$ cat config.mk
export PLATFORM = sky130hd
export DESIGN_NAME = ej4_flat
export DESIGN_NICKNAME = d
export VERILOG_FILES = /design/src/rtl/ej4_pkg.sv /design/src/rtl/ej4_if.sv /design/src/rtl/ej4_logic.sv /design/src/rtl/ej4.sv /design/src/flat_wrapper.sv
export SDC_FILE = /design/constraint.sdc
export NUM_CORES = 1
export LEC_CHECK = 0
export BUFFER_PORTS_ARGS = -buffer_cell sky130_fd_sc_hd__buf_4
export CELL_PAD_IN_SITES_DETAIL_PLACEMENT = 1
export CELL_PAD_IN_SITES_GLOBAL_PLACEMENT = 2
export CORE_AREA = 5 5 42 44
export DETAILED_ROUTE_END_ITERATION = 10
export DIE_AREA = 0 0 47 49
export GPL_TIMING_DRIVEN = 0
export PLACE_DENSITY_LB_ADDON = 0.1
export SKIP_CTS_REPAIR_TIMING = 1
export SLEW_MARGIN = 40
export SYNTH_ARGS = -nofsm -noshare
export SYNTH_HDL_FRONTEND = slang
export SYNTH_SLANG_ARGS = --single-unit
export TNS_END_PERCENT = 30
$ cat constraint.sdc
create_clock -name clk -period 1.07 [get_ports clk]
set_input_delay 0.214 -clock clk [delete_from_list [all_inputs] [get_ports clk]]
set_output_delay 0.214 -clock clk [all_outputs]
set_load 0.02 [all_outputs]
$ cat src/rtl/ej4_pkg.sv
// Shared constants and types for the ej4 three-function evaluator.
// Minterm masks are indexed by {A,B,C,D}, with A as the MSB.
package ej4_pkg;

    localparam logic [15:0] F_MINTERMS = 16'hA5A5;
    localparam logic [15:0] G_MINTERMS = 16'hE8E8;
    localparam logic [15:0] H_MINTERMS = 16'h6996;

    typedef struct packed {
        logic f;
        logic g;
        logic h;
    } fgh_t;

    function automatic logic mask_bit(input logic [15:0] mask, input logic [3:0] idx);
        return mask[idx];
    endfunction

endpackage

$ cat src/rtl/ej4_if.sv
// Operand bits and registered results of ej4, grouped for connection.
// The bench drives through master; the design uses slave.
interface ej4_if;

    logic A;
    logic B;
    logic C;
    logic D;
    logic f;
    logic g;
    logic h;
    logic fb;
    logic gb;
    logic hb;
    logic mismatch;

    modport master (
        output A, B, C, D,
        input  f, g, h, fb, gb, hb, mismatch
    );

    modport slave (
        input  A, B, C, D,
        output f, g, h, fb, gb, hb, mismatch
    );

endinterface

$ cat src/rtl/ej4_logic.sv
// Purely combinational evaluation of f/g/h in two forms: a minterm-table
// lookup and the hand-minimised Boolean expressions.
module ej4_logic
    import ej4_pkg::*;
(
    input  logic a_i,
    input  logic b_i,
    input  logic c_i,
    input  logic d_i,
    output fgh_t can_o,
    output fgh_t min_o
);

    logic [3:0] idx_s;

    // Table lookup and minimised forms computed side by side.
    always_comb begin
        idx_s   = {a_i, b_i, c_i, d_i};
        can_o.f = mask_bit(F_MINTERMS, idx_s);
        can_o.g = mask_bit(G_MINTERMS, idx_s);
        can_o.h = mask_bit(H_MINTERMS, idx_s);
        min_o.f = ~(b_i ^ d_i);
        min_o.g = (b_i & c_i) | (b_i & d_i) | (c_i & d_i);
        min_o.h = a_i ^ b_i ^ c_i ^ d_i;
    end

endmodule

$ cat src/rtl/ej4.sv
// ej4 top: registers both evaluation paths and flags any disagreement
// between them, one clock after the operands are sampled.
module ej4
    import ej4_pkg::*;
(
    input  logic clk,
    input  logic reset,
    ej4_if.slave bus
);

    fgh_t can_s;
    fgh_t min_s;
    fgh_t can_d;
    fgh_t min_d;
    fgh_t can_q;
    fgh_t min_q;
    logic mism_d;
    logic mism_q;

    ej4_logic u_logic (
        .a_i   (bus.A),
        .b_i   (bus.B),
        .c_i   (bus.C),
        .d_i   (bus.D),
        .can_o (can_s),
        .min_o (min_s)
    );

    // Next state: this cycle's results and their cross-check.
    always_comb begin
        can_d  = can_s;
        min_d  = min_s;
        mism_d = |(can_s ^ min_s);
    end

    // Output registers; reset wins over sampling and drops the in-flight sample.
    always_ff @(posedge clk) begin
        if (reset) begin
            can_q  <= '0;
            min_q  <= '0;
            mism_q <= 1'b0;
        end else begin
            can_q  <= can_d;
            min_q  <= min_d;
            mism_q <= mism_d;
        end
    end

    assign bus.f        = can_q.f;
    assign bus.g        = can_q.g;
    assign bus.h        = can_q.h;
    assign bus.fb       = min_q.f;
    assign bus.gb       = min_q.g;
    assign bus.hb       = min_q.h;
    assign bus.mismatch = mism_q;

endmodule

$ cat src/flat_wrapper.sv
// flat-port wrapper written by rule: the top's interface ports become plain ports
module ej4_flat import ej4_pkg::*;
  (clk, reset, bus_A, bus_B, bus_C, bus_D, bus_f, bus_g, bus_h, bus_fb, bus_gb, bus_hb, bus_mismatch);
  ej4_if bus_i ();
  input  logic clk;
  input  logic reset;
  input wire logic [$bits(bus_i.A)-1:0] bus_A;
  input wire logic [$bits(bus_i.B)-1:0] bus_B;
  input wire logic [$bits(bus_i.C)-1:0] bus_C;
  input wire logic [$bits(bus_i.D)-1:0] bus_D;
  output wire logic [$bits(bus_i.f)-1:0] bus_f;
  output wire logic [$bits(bus_i.g)-1:0] bus_g;
  output wire logic [$bits(bus_i.h)-1:0] bus_h;
  output wire logic [$bits(bus_i.fb)-1:0] bus_fb;
  output wire logic [$bits(bus_i.gb)-1:0] bus_gb;
  output wire logic [$bits(bus_i.hb)-1:0] bus_hb;
  output wire logic [$bits(bus_i.mismatch)-1:0] bus_mismatch;
  assign bus_i.A = bus_A;
  assign bus_i.B = bus_B;
  assign bus_i.C = bus_C;
  assign bus_i.D = bus_D;
  assign bus_f = bus_i.f;
  assign bus_g = bus_i.g;
  assign bus_h = bus_i.h;
  assign bus_fb = bus_i.fb;
  assign bus_gb = bus_i.gb;
  assign bus_hb = bus_i.hb;
  assign bus_mismatch = bus_i.mismatch;
  ej4 u_core (.clk(clk), .reset(reset), .bus(bus_i));
endmodule
==> run_summary.xml <==
<?xml version="1.0" encoding="UTF-8"?>
<metrics>
  <group name="floorplanning">
    <metric name="floorplan.die_area" unit="sq mm">0.00230</metric>
    <metric name="core_area" unit="sq mm">0.00140</metric>
    <metric name="initial_core_utilization" unit="">0.210</metric>
    <metric name="num_io_pins" unit="">13</metric>
    <metric name="fp-row-count" unit="">14</metric>
    <metric name="die_width" unit="um">47</metric>
    <metric name="die_height" unit="um">49</metric>
  </group>
  <group name="setup_path">
    <metric name="worstSetupStartpointType" unit="">register</metric>
    <metric name="slowest_stage" unit="">sky130_fd_sc_hd__dfxtp_1</metric>
    <metric name="cp_data_arrival_time" unit="ns">0.80</metric>
    <metric name="cpMostUsedCell" unit="">sky130_fd_sc_hd__buf_4</metric>
    <metric name="timing.setup.critical_path_class" unit="">reg2out</metric>
    <metric name="worstPathMaxFanout" unit="">2</metric>
    <metric name="critical_path.n_buffers_inverters" unit="">2</metric>
    <metric name="end_kind" unit="">primary output</metric>
    <metric name="cp_cell_sequence" unit="">buf_4 &gt; buf_4</metric>
    <metric name="crit_start" unit="">u_core.bus.f</metric>
    <metric name="crit_required" unit="ns">0.86</metric>
    <metric name="critical-path-top-delay-family" unit="">flip-flops</metric>
    <metric name="worst_path_largest_cell_delay" unit="ns">0.30</metric>
  </group>
  <group name="sta">
    <metric name="min_period" unit="ns">1.02</metric>
    <metric name="finalHoldViolations" unit="">0</metric>
    <metric name="max-slew-margin-rel" unit="">0.835</metric>
    <metric name="min_setup_slack_post_route" unit="ns">0.0520</metric>
    <metric name="report.final.slew_viol_count" unit="">0</metric>
    <metric name="final_min_period_over_clock_period" unit="">0.951</metric>
    <metric name="rsz0062_at_grt" unit="">false</metric>
    <metric name="worst-slew-pin-transition" unit="ns">0.247</metric>
    <metric name="setup_violations" unit="">0</metric>
    <metric name="maxClockFrequency" unit="MHz">982</metric>
  </group>
  <group name="grt">
    <metric name="track_usage" unit="">0.0677</metric>
    <metric name="maximum_number_of_pins_on_one_net_before_global_route_repair" unit="">7</metric>
    <metric name="number_of_global_route_vias_before_repair" unit="">274</metric>
    <metric name="grt_antenna_before_repair" unit="">0</metric>
    <metric name="grt.overflow.total" unit="">0</metric>
    <metric name="grt_first_pass_wirelength" unit="um">1070</metric>
  </group>
  <group name="synth">
    <metric name="synth_seq_area_share" unit="">0.409</metric>
    <metric name="syn-num-nets" unit="">39</metric>
    <metric name="synth_flop_cell" unit="">sky130_fd_sc_hd__dfxtp_1</metric>
    <metric name="syn_area_per_cell" unit="sq um">9.80</metric>
    <metric name="netlist_area" unit="sq um">294</metric>
    <metric name="synthDistinctLibCells" unit="">16</metric>
    <metric name="synth_edf_count" unit="">0</metric>
    <metric name="synthXorXnorAreaFrac" unit="">0.174</metric>
    <metric name="most_repeated_cell_in_the_gate_level_netlist_after_synthesis" unit="">sky130_fd_sc_hd__dfxtp_1</metric>
    <metric name="synth_area_leaders" unit="">sky130_fd_sc_hd__dfxtp_1 41%, sky130_fd_sc_hd__ha_1 13%, sky130_fd_sc_hd__xnor2_1 8.9%, sky130_fd_sc_hd__xor2_2 5.5%, sky130_fd_sc_hd__nor2_1 5.1%</metric>
    <metric name="ys_ff_latch" unit="">6</metric>
    <metric name="yosys.area_share.adder" unit="">0.128</metric>
    <metric name="asyncSetResetFlopFracSynth" unit="">0</metric>
    <metric name="synth.mux.area_fraction" unit="">0</metric>
    <metric name="yosys.area_share.simple" unit="">0.132</metric>
    <metric name="ys_warn_count" unit="">0</metric>
    <metric name="synth-compound-area-share" unit="">0.106</metric>
    <metric name="ys_top_cells_by_count" unit="">6 x sky130_fd_sc_hd__dfxtp_1, 4 x sky130_fd_sc_hd__nor2_1, 3 x sky130_fd_sc_hd__ha_1, 3 x sky130_fd_sc_hd__xnor2_1</metric>
    <metric name="synth_largest_type_area_fraction" unit="">0.409</metric>
    <metric name="combinational_family_with_the_most_area_after_synthesis" unit="">XOR/XNOR gates</metric>
    <metric name="yosysTopAreaCell" unit="">sky130_fd_sc_hd__dfxtp_1</metric>
    <metric name="syn_inst" unit="">30</metric>
  </group>
  <group name="clock_network">
    <metric name="tritoncts_buffer_count" unit="">3</metric>
    <metric name="tritoncts" unit="">built</metric>
    <metric name="cts-root-buf" unit="">sky130_fd_sc_hd__clkbuf_4</metric>
    <metric name="number_of_clock_sinks_seen_by_cts" unit="">6</metric>
    <metric name="htree_levels" unit="">1</metric>
    <metric name="cts-root-to-sink-buffers" unit="">2</metric>
    <metric name="cts.clk_slew.worst_paths" unit="ns">0.04</metric>
  </group>
  <group name="drt">
    <metric name="drt_iter0_markers" unit="">0</metric>
    <metric name="totalWireLength" unit="um">637</metric>
    <metric name="routedWlPerCell" unit="um">10.4</metric>
    <metric name="dr_total_vias" unit="">255</metric>
    <metric name="route.detailed.drc" unit="">0</metric>
    <metric name="routed_via_density" unit="">4.18</metric>
    <metric name="postRouteAntennaNets" unit="">0</metric>
    <metric name="detailedRoute.firstPassIterationCount" unit="">1</metric>
  </group>
  <group name="hold_path">
    <metric name="holdCritPathClass" unit="">in2reg</metric>
    <metric name="worstHoldStart" unit="">reset</metric>
  </group>
  <group name="finish">
    <metric name="antenna-diode-count" unit="">0</metric>
    <metric name="final_cells" unit="">61</metric>
    <metric name="finalNetCount" unit="">56</metric>
    <metric name="stdcell_area" unit="sq um">427</metric>
    <metric name="postLayoutCoreUtil" unit="">0.304</metric>
    <metric name="layout-area-overhead-vs-synth" unit="%">45.1</metric>
    <metric name="layout-drive-gt1-share" unit="">0.378</metric>
  </group>
  <group name="power_and_ir_drop">
    <metric name="leakagePower" unit="nW">0.201</metric>
    <metric name="vdd.ir_drop.worst" unit="uV">267</metric>
    <metric name="p_per_area" unit="mW/mm^2">1470</metric>
  </group>
  <group name="placed_design">
    <metric name="portBuffers" unit="">12</metric>
    <metric name="place_inst" unit="">58</metric>
    <metric name="dp.final_hpwl" unit="um">565</metric>
    <metric name="post-place-ws" unit="ns">-0.178</metric>
    <metric name="placed_area" unit="sq um">404</metric>
    <metric name="place.gp.congestion" unit="">0.649</metric>
  </group>
  <group name="run">
    <metric name="cap_viol_max_count" unit="">0</metric>
  </group>
  <group name="run_status">
    <metric name="run_status" unit="">completed</metric>
  </group>
</metrics>
## sequential cells by signal (all words and copies together), names as in the netlist
signal and cells:
u_core.bus.mismatch 1, u_core.bus.f 1, u_core.bus.h 1, u_core.bus.hb 1
u_core.bus.gb 1, u_core.bus.g 1
## final cells by class
type,count,area [sq um]
Fill cell,178,975
Inverter,2,7.51
Clock buffer,3,22.5
Tap cell,16,20.0
Multi-Input combinational cell,21,159
Timing Repair Buffer,12,90.1
Buffer,1,7.51
Sequential cell,6,120
## stage by stage
step / hold slack [ns] / TNS (ns) / power (mW)
6_report: 0.176 / 0 / 0.626
5_1_grt: 0.179 / 0 / 0.662
4_1_cts: 0.164 / 0 / 0.644
3_5_place_dp: 0.422 / -0.178 / 0.438
3_3_place_gp: 0.423 / -0.128 / 0.433
2_1_floorplan: 0.281 / 0 / 0.359
## where the power goes
part           internal (mW)  switching (mW)  total (mW)
registers              0.248         0.00679       0.255
clock network          0.126          0.0695       0.195
logic                 0.0845          0.0912       0.176
total                  0.459           0.167       0.626
## logic make-up after synthesis
kind of cell | after synthesis
compound gates | 5
xor+xnor | 5
fa+ha+maj | 3
buf+inv | 3
flops | 6
simple gates | 8
## final timing paths
path / endpoint / slack, ns / cells after the start
min: u_core.bus.f / 0.18 / 2
max: bus_fb / 0.05 / 2
## layout by cell type (no fill, tap or decap), drive strengths merged
master  netlist  final
a211oi        1      1
a21oi         1      1
a31oi         1      1
buf           1     13
clkbuf        0      3
dfxtp         6      6
ha            3      3
inv           2      2
nand2b        2      2
nand3         1      1
nor2          4      4
nor4          1      1
o21a          1      1
o21ai         1      1
xnor2         3      3
xor2          2      2
## per-layer routing
layer	wire length, um	part of all wire	global-route usage
met5	0	0	0
met4	0	0	0.0691
met3	99	0.16	0.0221
met2	314	0.49	0.0950
met1	224	0.35	0.0727
Power figures use the tool's default switching activity.
